[config.mk]
export PLATFORM = sky130hd
export DESIGN_NAME = hu_bus_arbiter
export DESIGN_NICKNAME = d
export VERILOG_FILES = /design/src/rtl/hu_bus_arbiter.sv
export SDC_FILE = /design/constraint.sdc
export NUM_CORES = 1
export LEC_CHECK = 0
export ABC_CLOCK_PERIOD_IN_PS = 2100
export CORE_MARGIN = 4
export CORE_UTILIZATION = 36
export DETAILED_ROUTE_END_ITERATION = 8
export PLACE_DENSITY = 0.91
export REMOVE_ABC_BUFFERS = 1
export SLEW_MARGIN = 40
export SYNTH_ARGS = -nofsm -noshare
export SYNTH_HDL_FRONTEND = slang
export SYNTH_SLANG_ARGS = --single-unit
[constraint.sdc]
create_clock -name clk -period 2.1 [get_ports clk]
set_input_delay 0.42 -clock clk [delete_from_list [all_inputs] [get_ports clk]]
set_output_delay 0.42 -clock clk [all_outputs]
set_load 0.05 [all_outputs]
[src/rtl/hu_bus_arbiter.sv]
// hu_bus_arbiter: shares the single-port system memory between the 65C02 bus and a DMA requester.
// Define ARB_WAITSTATE_EN to add a one-cycle WAIT state for CPU accesses to the slow region.
module hu_bus_arbiter #(
    parameter int unsigned MAX_BURST  = 8,
    parameter logic [15:0] SLOW_MASK  = 16'hFC00,
    parameter logic [15:0] SLOW_MATCH = 16'h0000
) (
    input  logic        clk,
    input  logic        reset,
    input  logic [15:0] AB,
    input  logic [7:0]  DO,
    input  logic        WE,
    output logic [7:0]  DI,
    output logic        RDY,
    input  logic        dma_req,
    input  logic [15:0] dma_addr,
    input  logic [7:0]  dma_wdata,
    input  logic        dma_we,
    output logic        dma_gnt,
    output logic [7:0]  dma_rdata,
    output logic        dma_rvalid,
    output logic [15:0] mem_addr,
    output logic [7:0]  mem_din,
    input  logic [7:0]  mem_dout,
    output logic        mem_we
);

`ifdef ARB_WAITSTATE_EN
    localparam bit WaitEn = 1'b1;
`else
    localparam bit WaitEn = 1'b0;
`endif

    localparam logic [7:0] BurstMax = 8'(MAX_BURST);

    typedef enum logic [1:0] {
        ST_CPU,
        ST_DMA,
        ST_WAIT
    } state_t;

    state_t     state_q, state_d;
    logic [7:0] count_q, count_d;
    logic       rdy_q, rdy_d;
    logic       was_cpu_q, was_cpu_d;
    logic       was_wait_q, was_wait_d;
    logic [7:0] hold_q, hold_d;
    logic       rvalid_q, rvalid_d;
    logic [7:0] rdata_q, rdata_d;

    logic       in_cpu;
    logic       in_dma;
    logic       slow_hit;
    logic       first_stall;
    logic [7:0] count_inc;

    always_comb begin
        in_cpu      = (state_q == ST_CPU);
        in_dma      = (state_q == ST_DMA);
        slow_hit    = WaitEn && ((AB & SLOW_MASK) == SLOW_MATCH);
        first_stall = !in_cpu && was_cpu_q;
        count_inc   = count_q + 8'd1;

        dma_gnt  = in_dma && dma_req;
        mem_addr = in_dma ? dma_addr : AB;
        mem_din  = in_dma ? dma_wdata : DO;
        mem_we   = 1'b0;
        if (in_cpu) begin
            mem_we = WE;
        end else if (in_dma) begin
            mem_we = dma_we & dma_req;
        end

        // The CPU's last read lands on mem_dout in the first stalled cycle.
        DI         = (in_cpu || first_stall) ? mem_dout : hold_q;
        RDY        = rdy_q;
        dma_rvalid = rvalid_q;
        dma_rdata  = rvalid_q ? mem_dout : rdata_q;
    end

    always_comb begin
        state_d = state_q;
        count_d = count_q;
        unique case (state_q)
            ST_CPU: begin
                // Re-issued slow address after WAIT must not loop back.
                if (slow_hit && !was_wait_q) begin
                    state_d = ST_WAIT;
                end else if (dma_req && !WE) begin
                    state_d = ST_DMA;
                end
            end
            ST_DMA: begin
                if (!dma_req || count_inc == BurstMax) begin
                    state_d = ST_CPU;
                    count_d = '0;
                end else begin
                    count_d = count_inc;
                end
            end
            ST_WAIT: begin
                state_d = ST_CPU;
            end
            default: begin
                state_d = ST_CPU;
                count_d = '0;
            end
        endcase

        rdy_d      = (state_d == ST_CPU);
        was_cpu_d  = in_cpu;
        was_wait_d = (state_q == ST_WAIT);
        hold_d     = first_stall ? mem_dout : hold_q;
        rvalid_d   = dma_gnt && !dma_we;
        rdata_d    = rvalid_q ? mem_dout : rdata_q;
    end

    always_ff @(posedge clk) begin
        if (reset) begin
            state_q    <= ST_CPU;
            count_q    <= '0;
            rdy_q      <= 1'b1;
            was_cpu_q  <= 1'b1;
            was_wait_q <= 1'b0;
            hold_q     <= '0;
            rvalid_q   <= 1'b0;
            rdata_q    <= '0;
        end else begin
            state_q    <= state_d;
            count_q    <= count_d;
            rdy_q      <= rdy_d;
            was_cpu_q  <= was_cpu_d;
            was_wait_q <= was_wait_d;
            hold_q     <= hold_d;
            rvalid_q   <= rvalid_d;
            rdata_q    <= rdata_d;
        end
    end

endmodule

==> flow_metrics.env <==
export IMPL_status="completed"
export IMPL_drcViolationCount=0
export IMPL_synth_edf_count=0
export IMPL_grtUsageTotal_pct=16.2
export IMPL_rsz0062_at_grt="no"
export IMPL_cts_buffers=5
export IMPL_grt_overflow=0
export IMPL_antenna_found_initial=0
export IMPL_synth_async_reset_ratio_pct=0
export IMPL_gp_congestion=0.886
export IMPL_yosysWarnings=0
export IMPL_start_kind="register"
export IMPL_grt_pass1_wl_um=7040
export IMPL_worst_hold_slack_ns=0.492
export IMPL_endpoint_kind="primary output"
export IMPL_crit_required_ns=1.68
export IMPL_relSlewSlack_pct=60.2
export IMPL_synthSimpleGateAreaFrac_pct=18.8
export IMPL_cap_violations=0
export IMPL_synth_xor_area_share_pct=1.07
export IMPL_fin_crit_sh_pct=95.9
export IMPL_worst_slew_pin_slew_ns=0.596
export IMPL_critical_path_max_fanout=24
export IMPL_n_antenna_cell=0
export IMPL_vdd_ir_drop_max_uv=263
export IMPL_syn_avg_cell_area_um2=9.74
export IMPL_dieArea_um2=5690
export IMPL_via_per_inst=5.02
export IMPL_grt_pass1_vias=1670
export IMPL_dr_pass1_iters=5
export IMPL_syn_to_final_growth_pct=76.3
export IMPL_finalNetCount=335
export IMPL_stdcell_count=325
export IMPL_drive_gt1_share_pct=36.6
export IMPL_hold_viol=0
export IMPL_wirelength_um=4680
export IMPL_die_x_um=75.4
export IMPL_io_buffers=104
export IMPL_clk_latency_ns=0.27
export IMPL_p_per_area_nw_per_um2=510
export IMPL_syn_cell_area_um2=1640
export IMPL_ant_nets=0
export IMPL_crit_type="register to primary output"
export IMPL_setup_slack_ns=0.0853
export IMPL_synth_most_common_cell="mux2_2"
export IMPL_synth_largest_area_cell="dfxtp_1"
export IMPL_initial_core_util_pct=37.3
export IMPL_synth_top_family_by_area="multiplexers"
export IMPL_cp_data_arrival_time_ns=1.59
export IMPL_clk_path_buf_depth=2
export IMPL_period_minus_slack_ns=2.01
export IMPL_synthCells=168
export IMPL_num_io_pins=105
export IMPL_synth_fa_ha_area_share_pct=0.765
export IMPL_dp_hpwl_um=3780
export IMPL_wl_met1_um=1650
export IMPL_vias=1630
export IMPL_synth_compound_area_share_pct=7.65
export IMPL_p_leak_uw=0.00119
export IMPL_cts_tree="built"
export IMPL_synthFlopType="dfxtp_1"
export IMPL_rows=24
export IMPL_grt_max_degree=25
export IMPL_post_place_ws_ns=0.218
export IMPL_coreArea_um2=4380
export IMPL_cts_root_buf="clkbuf_8"
export IMPL_min_path_type="register to register"
export IMPL_place_inst=318
export IMPL_seq_area_frac_synth_pct=35.5
export IMPL_cts_sinks=29
export IMPL_ys_ff_latch=29
export IMPL_yosys_top_cells_area="dfxtp_1 35%, mux2_2 28%, mux2i_1 5.5%, nor2b_1 4.2%, nor2_1 3.7%"
export IMPL_drtIter0Drc=96
export IMPL_synth_top_area_share_pct=35.5
export IMPL_finalMaxSlewViolations=0
export IMPL_synthMuxAreaShare_pct=33.0
export IMPL_setup_violations=0
export IMPL_wl_per_cell_um=14.4
export IMPL_dr_wl_met2_um=2510
export IMPL_dieHeight_um=75.4
export IMPL_fmax_ghz=0.496
export IMPL_holdBufCountCts=0
export IMPL_wl_met3_um=449
export IMPL_topRoutingLayerUsed="met4"
export IMPL_fin_skew_ns=0.00175
export IMPL_cts_max_level=2
export IMPL_synth_top_cells_by_count="40 x mux2_2, 29 x dfxtp_1, 16 x nor2_1"
export IMPL_fillCellCount=362
export IMPL_cts_reportedPaths_clkPinSlew_ns=0.06
export IMPL_synthDistinctLibCells=36
-- path summary, 6_finish.rpt --
| path | startpoint | endpoint | slack, ns | cells after the start |
|---|---|---|---|---|
| worst max-delay path | state_q[1]$_SDFF_PP0_ | mem_din[1] | 0.09 | 4 |
| worst min-delay path | hold_q[4]$_SDFFE_PP0P_ | hold_q[4]$_SDFFE_PP0P_ | 0.49 | 2 |
| worst max register to register | count_q[0]$_SDFFE_PP0N_ | count_q[1]$_SDFFE_PP0N_ | 0.29 | 5 |
| worst min register to register | hold_q[4]$_SDFFE_PP0P_ | hold_q[4]$_SDFFE_PP0P_ | 0.49 | 2 |
-- worst max-delay path, stage by stage (launching register included) --
cell	delay, ns
dfxtp_1	0.39
nor2b_4	0.19
buf_12	0.19
mux2_2	0.35
buf_4	0.19
-- logic make-up after synthesis --
logic type	count (synthesis)
buffers and inverters	12
DFF	29
adders and majority gates	1
AOI/OAI and AO/OA	20
xor gates and xnor gates	2
muxes	49
and+or+nand+nor	54
other	1
-- through the flow --
step                setup TNS, ns  utilization (%)  cell area [um2]  power, uW
CTS                             0             65.0             2850       1480
finish                          0             65.8             2890       1470
global route                    0             65.8             2890       1530
detailed placement              0             63.0             2760       1040
global placement                0             63.0             2760       1030
floorplan                  -19.76                -             1600        820
-- cell usage in the layout, fill, tap and decap left out, types with 2 or more instances in the layout --
cell / n
nor3b_1: 2
a21oi_1: 8
mux2i_1: 9
buf_12: 11
clkbuf_8: 6
o21bai_1: 2
buf_6: 8
clkdlybuf4s50_1: 61
o21ai_0: 2
nand3_1: 2
mux2_2: 40
buf_4: 28
nor2b_1: 10
nor3_1: 4
nor2_1: 16
nor4_1: 2
dfxtp_1: 29
o21ai_1: 2
nand2_1: 5
inv_1: 2
xor2_1: 2
nand2b_1: 3
-- final cells by class --
type	count	area (um2)	area share [%]
clock buffer	7	86.3	2.99
sequential	29	581	20.1
inverter	2	7.51	0.260
multi-input combinational	127	1010	35.2
timing repair buffer	108	1130	39.2
tap	52	65.1	2.25
-- registers in the layout (all words and copies together) (netlist names) --
register / cells
RDY: 1
dma_rvalid: 1
state_q: 2
was_cpu_q: 1
hold_q: 8
rdata_q: 8
count_q: 8
-- layer usage --
layer | up-vias | global-route usage, %
met3 | 5 | 5.54
li1 | 807 | -
met5 | - | 0
met4 | 0 | 6.41
met2 | 77 | 30.3
met1 | 741 | 16.2
-- what timing repair did --
action                                  4_1_cts  5_1_grt
hold endpoints to repair                      0        0
setup buffers                                 0        0
endpoints found under the setup margin        0       30
gates resized for setup                       0        9
-- report_power, final --
group | leakage [uW] | internal (uW) | switching, uW
clock | 0.0000443 | 259 | 183
sequential | 0.000236 | 565 | 9.14
combinational | 0.000912 | 219 | 237
total | 0.00119 | 1040 | 430
Power figures use the tool's default switching activity.
